===== src/rtl/johnson_decoder.sv =====
// Johnson-code decoder with sequence tracking, lock detection and error flagging.
// Define JOHNSON_DECODER_ERRCNT_EN to build the saturating err_count; otherwise err_count is tied to 0.
//
// state    | meaning
// UNLOCKED | no reference held; the next legal code becomes the reference
// ACQUIRE  | counting consecutive legal advances towards LOCK_CNT
// LOCKED   | tracking; any break in the sequence pulses seq_err
module johnson_decoder #(
  parameter int WIDTH    = 4,
  parameter int LOCK_CNT = 3
) (
  input  logic                          clk,
  input  logic                          reset_n,
  input  logic [WIDTH-1:0]              q_in,
  input  logic                          valid_in,
  output logic [$clog2(2*WIDTH)-1:0]    state_idx,
  output logic [2*WIDTH-1:0]            onehot,
  output logic                          code_valid,
  output logic                          locked,
  output logic                          seq_err,
  output logic [7:0]                    err_count
);

  localparam int N     = 2 * WIDTH;
  localparam int IDX_W = $clog2(N);
  localparam logic [IDX_W-1:0] LAST_IDX = IDX_W'(N - 1);
  localparam logic [3:0]       LOCK_TGT = 4'(LOCK_CNT);

  typedef enum logic [1:0] {
    UNLOCKED = 2'd0,
    ACQUIRE  = 2'd1,
    LOCKED   = 2'd2
  } state_t;

  state_t            state, state_nxt;
  logic [3:0]        adv_cnt, adv_nxt;
  logic [IDX_W-1:0]  idx_nxt, dec_idx, succ_idx;
  logic [N-1:0]      onehot_nxt;
  logic              cv_nxt, hit, is_adv, err_pulse;

  function automatic logic [WIDTH-1:0] pat(input int k);
    logic [WIDTH-1:0] p;
    p = '0;
    for (int b = 0; b < WIDTH; b++) begin
      if (k <= WIDTH) p[b] = (b < k);
      else            p[b] = (b >= k - WIDTH);
    end
    return p;
  endfunction

  always_comb begin
    hit     = 1'b0;
    dec_idx = '0;
    for (int k = 0; k < N; k++) begin
      if (q_in == pat(k)) begin
        hit     = 1'b1;
        dec_idx = IDX_W'(k);
      end
    end
  end

  // state_idx always holds the last legal code, so it doubles as the reference
  assign succ_idx = (state_idx == LAST_IDX) ? '0 : state_idx + 1'b1;
  assign is_adv   = hit && (dec_idx == succ_idx);

  always_comb begin
    state_nxt  = state;
    adv_nxt    = adv_cnt;
    idx_nxt    = state_idx;
    cv_nxt     = code_valid;
    onehot_nxt = onehot;
    err_pulse  = 1'b0;
    if (valid_in) begin
      if (!hit) begin
        cv_nxt     = 1'b0;
        onehot_nxt = '0;
        err_pulse  = 1'b1;
        state_nxt  = UNLOCKED;
        adv_nxt    = '0;
      end else begin
        cv_nxt     = 1'b1;
        idx_nxt    = dec_idx;
        onehot_nxt = {{(N-1){1'b0}}, 1'b1} << dec_idx;
        case (state)
          UNLOCKED: begin
            state_nxt = ACQUIRE;
            adv_nxt   = '0;
          end
          ACQUIRE: begin
            if (is_adv) begin
              adv_nxt = adv_cnt + 4'd1;
              if (adv_cnt + 4'd1 >= LOCK_TGT) state_nxt = LOCKED;
            end else begin
              adv_nxt = '0;
            end
          end
          LOCKED: begin
            if (!is_adv) begin
              err_pulse = 1'b1;
              state_nxt = ACQUIRE;
              adv_nxt   = '0;
            end
          end
          default: begin
            state_nxt = UNLOCKED;
            adv_nxt   = '0;
          end
        endcase
      end
    end
  end

  always_ff @(posedge clk or negedge reset_n) begin
    if (!reset_n) begin
      state      <= UNLOCKED;
      adv_cnt    <= '0;
      state_idx  <= '0;
      onehot     <= '0;
      code_valid <= 1'b0;
      seq_err    <= 1'b0;
    end else begin
      state      <= state_nxt;
      adv_cnt    <= adv_nxt;
      state_idx  <= idx_nxt;
      onehot     <= onehot_nxt;
      code_valid <= cv_nxt;
      seq_err    <= err_pulse;
    end
  end

  assign locked = (state == LOCKED);

`ifdef JOHNSON_DECODER_ERRCNT_EN
  always_ff @(posedge clk or negedge reset_n) begin
    if (!reset_n)                             err_count <= '0;
    else if (err_pulse && err_count != 8'hFF) err_count <= err_count + 8'd1;
  end
`else
  assign err_count = '0;
`endif

endmodule


===== config.mk =====
export PLATFORM = sky130hd
export DESIGN_NAME = johnson_decoder
export DESIGN_NICKNAME = d
export VERILOG_FILES = /design/src/rtl/johnson_decoder.sv
export SDC_FILE = /design/constraint.sdc
export NUM_CORES = 1
export LEC_CHECK = 0
export CAP_MARGIN = 20
export CORE_UTILIZATION = 30
export DETAILED_ROUTE_END_ITERATION = 10
export GPL_TIMING_DRIVEN = 1
export MAX_ROUTING_LAYER = met4
export PLACE_DENSITY_LB_ADDON = 0.3
export RECOVER_POWER = 50
export SLEW_MARGIN = 10
export SYNTH_ARGS = -nofsm -noshare
export SYNTH_HDL_FRONTEND = slang
export SYNTH_SLANG_ARGS = --single-unit

===== constraint.sdc =====
create_clock -name clk -period 2.1 [get_ports clk]
set_clock_uncertainty 0.1 [all_clocks]
set_input_delay 0.42 -clock clk [delete_from_list [all_inputs] [get_ports clk]]
set_output_delay 0.42 -clock clk [all_outputs]
set_load 0.01 [all_outputs]

Word-level counts from Yosys, hierarchy flattened
Index checks and enable logic that the tools add are counted.
{ "word_totals": {"memories": 0, "reg_bits": 19, "latch_bits": 0, "in_bits": 7, "mem_bits_rw": 0, "mem_bits_ro": 0, "out_inout_bits": 22} }
{ "op_classes": {"n_lt_le_gt_ge": 1, "n_eq_ne": 14, "n_reduce_logical": 6, "bitwise": 0, "add_sub_neg": 2, "multipliers": 0, "div": 0, "muxes": 31, "shifts": 1} }
{ "ops": {"columns": ["cell", "n"], "rows": [
  ["$mux 3", 7],
  ["$eq 4x4->1 const B", 4],
  ["$mux 1", 14],
  ["$mux 4", 3],
  ["$ne 3x3->1 const B", 3],
  ["$mux 2", 4],
  ["$mux 8", 1],
  ["$pmux 4 s2", 1],
  ["$shl 1x3->8 const A", 1],
  ["$pmux 2 s3", 1],
  ["$add 4x1->4 const B", 1],
  ["$eq 4x1->1 const B", 1],
  ["$eq 4x2->1 const B", 1],
  ["$eq 4x3->1 const B", 1],
  ["$ge 4x2->1 const B", 1],
  ["$logic_not 4->1", 1],
  ["$reduce_and 2->1", 2],
  ["$reduce_and 4->1", 1],
  ["$add 3x1->3 const B", 1],
  ["$eq 3x3->1", 1],
  ["$eq 3x3->1 const B", 1],
  ["$eq 2x1->1 const B", 1],
  ["$eq 2x2->1 const B", 1],
  ["$logic_not 2->1", 1],
  ["$logic_and 1x1->1", 1]
]} }

Depth between registers and ports, before layout
Gate-level depths: netlist of run 1.
{ "logic_depth": {"word_depth": 14, "depth_mapped": 8, "depth_no_buf": 8} }

Worst setup path after synthesis of run 1
No wires, ideal clock.
{ "synth_timing": {"path_type": "reg-to-reg", "from": "register state_idx[0]", "to": "register state[1]", "required_time_ps": 1874, "t_arrival_ps": 1822, "path_stages_with_launch": 9, "synth_period_minus_slack_ps": 2048, "slack_ps": 52, "cell_sequence": "dfrtp_1 -> ha_1 -> ha_1 -> inv_1 -> a31oi_1 -> nor3_1 -> a21oi_4 -> nor2_4 -> a221o_1"} }
{ "synth_between": {"elab_chain_cells": 6, "elab_cells_between_ends": 8} }
{ "synth_rtl": {"columns": ["element", "line_no", "source"], "rows": [
  ["start: declaration", "16", "output logic [$clog2(2*WIDTH)-1:0] state_idx,"],
  ["start signal: assignment", "124", "state_idx <= idx_nxt;"],
  ["$add 3x1->3 / $eq 3x3->1 (equally long branches)", "63", "assign succ_idx = (state_idx == LAST_IDX) ? '0 : state_idx + 1'b1;"],
  ["$mux 3 *", "63", null],
  ["$eq 3x3->1 *", "64", "assign is_adv = hit && (dec_idx == succ_idx);"],
  ["$logic_and 1x1->1 *", "64", null],
  ["$ne 3x3->1 (no source line)", null, null],
  ["$reduce_and 4->1 (no source line) *", null, null],
  ["end signal: assignment", "122", "state <= state_nxt;"],
  ["end: declaration", "35", "state_t state, state_nxt;"]
]} }
Mark *: on every way between the ends. The rest lies on a longest branch, timed or not.
A chain may end at the register's enable or synchronous reset.

Final worst setup path of run 1
{ "layout_timing": {"from": "input q_in[2]", "to": "register state[1]"} }
{ "layout_between": {"elab_chain_cells": 12, "elab_cells_between_ends": 30} }
{ "layout_rtl": {"columns": ["element", "line_no", "source"], "rows": [
  ["start: declaration", "14", "input logic [WIDTH-1:0] q_in,"],
  ["$eq 4x1->1 / $logic_not 4->1 (equally long branches)", "55", "if (q_in == pat(k)) begin"],
  ["$mux 1", "55", null],
  ["$mux 3 / $mux 1 (equally long branches) (6 in series)", "55", null],
  ["$eq 3x3->1 / $mux 1 (equally long branches)", "64, 55", null],
  ["$logic_and 1x1->1", "64", null],
  ["$ne 3x3->1 (no source line)", null, null],
  ["$reduce_and 4->1 (no source line)", null, null]
]} }
Several ways; a longest one is shown, not always the timed one.

==> results of run 1 <==
==> worst paths after layout <==
check,endpoint,slack [ns],cells after the start,start
hold / removal,onehot[0],0.43,2,onehot[0]
min in group asynchronous,adv_cnt[0],0.77,2,reset_n
max in group asynchronous,code_valid,0.49,2,reset_n
setup reg to reg,state[1],0.10,7,state_idx[0]
setup / recovery,state[1],0.09,7,q_in[2]
hold reg to reg,onehot[0],0.43,2,onehot[0]
==> per-layer routing <==
metal,up-vias,global-route usage
met4,0,0.0417
met3,4,0.0167
li1,596,-
met1,581,0.200
met2,35,0.228
met5,-,-
==> layout by cell type, fill, tap and decap left out, drive strengths merged, types with 3 or more instances in the layout <==
master | synthesis | final
buf | 14 | 20
dfrtp | 19 | 19
o21ai | 17 | 17
clkdlybuf4s50 | 0 | 15
inv | 15 | 15
nor2 | 14 | 14
nand2 | 11 | 11
nand3 | 8 | 8
conb | 1 | 8
a21oi | 8 | 8
nor3 | 4 | 4
clkbuf | 2 | 4
a22o | 4 | 4
ha | 4 | 4
nor2b | 3 | 3
nand4 | 3 | 3
mux2i | 3 | 3
a31oi | 3 | 3
nand2b | 3 | 3
==> through the flow <==
step	utilization	setup TNS, ns	worst slack [ns]
after floorplan	-	0	0.0523
after detailed placement	0.398	-1.89	-0.295
final	0.437	0	0.0937
after global routing	0.437	0	0.0141
after global placement	0.398	-1.54	-0.246
after CTS	0.419	0	0.00399
==> final cells by class <==
cell class,count,area [um2]
Clock buffer,3,41.3
Clock inverter,1,5.00
Fill cell,415,2300
Inverter,16,60.1
Multi-Input combinational cell,113,787
Sequential cell,19,475
Tap cell,50,62.6
Timing Repair Buffer,41,355
==> power breakdown <==
| group | switching [mW] | internal, mW |
|---|---|---|
| Sequential | 0.0262 | 0.391 |
| Clock | 0.123 | 0.132 |
| Combinational | 0.200 | 0.201 |
| Total | 0.349 | 0.723 |
==> logic make-up (layout without fill, tap and decap cells) <==
| family | count (synthesis) | after routing | share of synthesized area |
|---|---|---|---|
| adders and majority gates | 4 | 4 | 0.0384 |
| xor gates and xnor gates | 4 | 4 | 0.0269 |
| muxes | 4 | 4 | 0.0316 |
| buffers and inverters | 32 | 61 | 0.124 |
| AOI/OAI and AO/OA | 38 | 38 | 0.189 |
| DFF | 19 | 19 | 0.364 |
| and+or+nand+nor | 55 | 55 | 0.223 |
| other | 1 | 8 | 0.00287 |
==> state kept, by name, indices dropped and copies added (netlist names) <==
register and count:
onehot 8, state 2, code_valid 1, seq_err 1
adv_cnt 4, state_idx 3
==> timing repair <==
action	in CTS	in global routing
resized for setup	11	8
hold buffers	0	0
setup endpoints to repair	4	6
buffers inserted	0	2
gates cloned	0	1
pin swaps	1	3
==> critical path, stage by stage <==
cell and delay, ns:
clkdlybuf4s50_1 0.52, nand2b_2 0.18, and4_4 0.26, nor3_2 0.06, a21oi_4 0.23, nor2_4 0.08, a221o_1 0.29
==> flow_summary.yaml, run 1 <==
drt:
  wirelength_um: 3180
  wl_met2_um: 1480
  wire_per_inst_um: 13.1
  route.met3.wl_um: 130
  drt-met1-wl_um: 1530
  initialDrtViolationCount: 64
  viasPerCell: 5.00
  drc: 0
  dr.max_layer_used: "met4"
  drt.antenna.violating_nets: 0
  drt_pass1_iterations: 4
  vias: 1216
synth:
  synth_area_leaders: "dfrtp_1 36%, o21ai_0 5.8%, buf_4 4.6%"
  async_reset_ff_frac: 1.00
  yosysSeqAreaShare: 0.364
  synth_common_cells: "19 x dfrtp_1, 15 x inv_1, 15 x o21ai_0"
  synth_edf_count: 0
  synth.avg_cell_area_um2: 8.31
  synth_cell_types: 44
  yosys.area.top_type_share: 0.364
  synthFlopType: "dfrtp_1"
  synth-seq-cells: 19
  syn_inst: 157
  ys_warn_count: 0
  syn_area_mm2: 0.00131
  yosysTopAreaCell: "dfrtp_1"
  synth_most_common_cell: "dfrtp_1"
run:
  drv_cap: 0
critical_path:
  arrival_ns: 2.05
  path_class: "input pin to register"
  crit_required_ns: 2.14
  worst_setup_path_start_kind: "input pin"
  crit_fanout: 5
  end_kind: "register"
power:
  power.static_leakage_nw: 0.777
  irDropWorstVdd_uv: 306
  power.total_mw: 1.07
  powerDensity_mw_per_mm2: 600
clock_tree:
  cts_tree: "built"
  numClockSinks: 19
  path_clk_slew_ns: 0.07
  clkLatencyLatePin_ns: 0.25
  clock_path_buffers: 2
  cts_buffers: 3
  root_buffer: "clkbuf_8"
  h-tree-depth: 1
finish:
  fin_nets: 205
  drive_gt1_frac: 0.218
  final_cell_area_mm2: 0.00179
  syn_to_final_growth_pct: 36.9
  stdcell_count: 243
  diodes: 0
die:
  coreArea_mm2: 0.00409
  die_area_mm2: 0.00462
  fp-row-count: 23
  initial_core_util: 0.319
  ios: 29
  die_w_um: 68.0
  die_h_um: 68.0
global_route:
  grt_max_degree: 24
  antenna_found_initial: 0
  grt_util_all_layers: 0.147
  grt_overflow: 0
  grt_pass1_vias: 1093
  grt_pass1_wl_um: 5000
timing:
  slew_headroom: 0.291
  setup_viol: 0
  rsz0062_at_grt: "no"
  period_share: 0.955
  drv_slew: 0
  timing.fmax_ghz: 0.498
  finalWorstPathRequiredPeriod_ns: 2.01
  finalHoldViolCount: 0
  worstMarginPinSlew_ns: 1.06
  worst_hold_slack_ns: 0.425
placement:
  gp_congestion: 0.790
  place_area_mm2: 0.00163
  placed_cells: 236
  hpwl_um: 2230
  io_buffers: 20
min_path:
  hp-class: "register to register"
run_status:
  status: "complete, no violations"
(Power assumes the default switching activity.)
==> run 2, diff against run 1 <==
--- a/config.mk
+++ b/config.mk
@@ -11,7 +11,6 @@
 export GPL_TIMING_DRIVEN = 1
 export MAX_ROUTING_LAYER = met4
 export PLACE_DENSITY_LB_ADDON = 0.3
-export RECOVER_POWER = 50
 export SLEW_MARGIN = 10
 export SYNTH_ARGS = -nofsm -noshare
 export SYNTH_HDL_FRONTEND = slang
==> run 2 against run 1 <==
  * Count of clock-buffer cells in the layout unchanged
  * Final cell count unchanged
  * Total power about the same
  * Combinational power about the same
  * First-iteration DRC count down 7.8%
  * Register-to-register slack about the same
  * Critical path depth unchanged
  * Cell area up 0.21%
  * Core utilization up 0.092 points
  * Routed wire length down 0.57%
  * Worst setup slack worse by 0.0043 ns
  * Hold slack worse by 0.025 ns
  * Largest cell class unchanged
  * Largest power group unchanged
==> flow_summary.yaml, run 2 (synthesis results as in run 1) <==
run_status:
  status: "complete, no violations"
drt:
  drc: 0
  drt_pass1_iterations: 4
  wire_per_inst_um: 13.0
  initialDrtViolationCount: 59
  drt.antenna.violating_nets: 0
  wirelength_um: 3160
  vias: 1218
  viasPerCell: 5.01
critical_path:
  worst_setup_path_start_kind: "input pin"
  cp-startpoint: "q_in[2]"
  end_kind: "register"
  worstPathCellList: "clkdlybuf4s50_1 -> nand2b_2 -> and4_4 -> nor3_2 -> a21oi_4 -> nor2_4 -> a221o_1"
  cpPeakStageDelay_ns: 0.52
  slowest_stage: "clkdlybuf4s50_1"
  crit_fanout: 5
  rr_worst_depth: 7
  r2r_start: "state_idx[0]"
  r2r-end: "state[1]"
  path_class: "input pin to register"
  crit_required_ns: 2.14
  arrival_ns: 2.05
  r2r_slack_ns: 0.10
global_route:
  grt_overflow: 0
  antenna_found_initial: 0
  grt_pass1_vias: 1093
  grt_pass1_wl_um: 5000
  grt_util_all_layers: 0.147
  grt_max_degree: 24
finish:
  final_cell_mix: "19 x dfrtp_1, 19 x buf_4, 17 x clkdlybuf4s50_1"
  largest_register_ffs: 8
  stdcell_count: 243
  top_register: "onehot"
  fin_nets: 205
  syn_to_final_growth_pct: 37.2
  largestRegisters: "onehot: 8 flops, adv_cnt: 4 flops, state_idx: 3 flops"
  utilization: 0.438
  fillers: 413
  diodes: 0
  final_cell_area_mm2: 0.00179
  drive_gt1_frac: 0.223
die:
  die_w_um: 68.0
  initial_core_util: 0.319
  coreArea_mm2: 0.00409
  ios: 29
  die_area_mm2: 0.00462
  die_h_um: 68.0
  fp-row-count: 23
power:
  pwr-share-clk: 0.236
  power.static_leakage_nw: 0.780
  p_sw_frac: 0.324
  combPwrFrac: 0.375
  switchingPower_uw: 348
  irDropWorstVdd_uv: 305
  intPower_uw: 725
  powerDensity_mw_per_mm2: 599
  power.total_mw: 1.07
  p_seq_frac: 0.389
clock_tree:
  postCtsHoldBufs: 0
  cts_tree: "built"
  clock_path_buffers: 2
  clkLatencyLatePin_ns: 0.25
  numClockSinks: 19
  h-tree-depth: 1
  cts_buffers: 3
  path_clk_slew_ns: 0.07
  root_buffer: "clkbuf_8"
timing:
  setup_tns_ns: 0
  drv_slew: 0
  period_share: 0.957
  fin_ws_ns: 0.0894
  finalHoldViolCount: 0
  setup_viol: 0
  timing.fmax_ghz: 0.497
  rsz0062_at_grt: "no"
  worst_hold_slack_ns: 0.400
  finalWorstPathRequiredPeriod_ns: 2.01
placement:
  place_area_mm2: 0.00163
  gp_congestion: 0.790
  hpwl_um: 2230
  placed_cells: 236
  dp_slack_ns: -0.295
  io_buffers: 20
min_path:
  hp-class: "input pin to async pin"
run:
  drv_cap: 0
## run 2: worst max-delay path by stage
stage	slack, ns	cells after the start	end
finish	0.09	7	state[1]
detailed placement	-0.29	7	adv_cnt[0]
CTS	0.004	7	state[1]
global placement	-0.25	8	state[1]
floorplan	0.05	8	state[1]
global route	0.01	7	state[1]
## run 2: timing repair
item,CTS,global route
pin swaps,1,3
gates resized for setup,11,8
setup endpoints to repair,4,6
buffers inserted,0,2
gates cloned,0,1
## run 2: power groups by stage
| stage | clock [mW] | sequential [mW] | combinational, mW |
|---|---|---|---|
| floorplan | 0 | 0.430 | 0.190 |
| global placement | 0 | 0.418 | 0.319 |
| detailed placement | 0 | 0.419 | 0.325 |
| CTS | 0.262 | 0.412 | 0.353 |
| global route | 0.276 | 0.421 | 0.443 |
| finish | 0.253 | 0.417 | 0.402 |
## run 2: layout make-up
type | instances | area [um2] | share of cell area
inverter | 16 | 60.1 | 0.0335
tap | 50 | 62.6 | 0.0349
clock inverter | 1 | 5.00 | 0.00280
multi-input combinational | 113 | 787 | 0.440
timing repair buffer | 41 | 359 | 0.201
clock buffer | 3 | 41.3 | 0.0231
sequential | 19 | 475 | 0.266
## run 2: critical path, delay by kind of cell
family	cells	cell delay [ns]
simple gates	4	0.58
buf+inv	1	0.52
compound gates	2	0.53
## run 2: layer usage
layer | GRT usage | vias up | share of wire
met4 | 0.0417 | 0 | 0.0098
li1 | - | 595 | -
met3 | 0.0167 | 4 | 0.031
met2 | 0.228 | 32 | 0.47
met5 | - | - | 0
met1 | 0.200 | 587 | 0.48
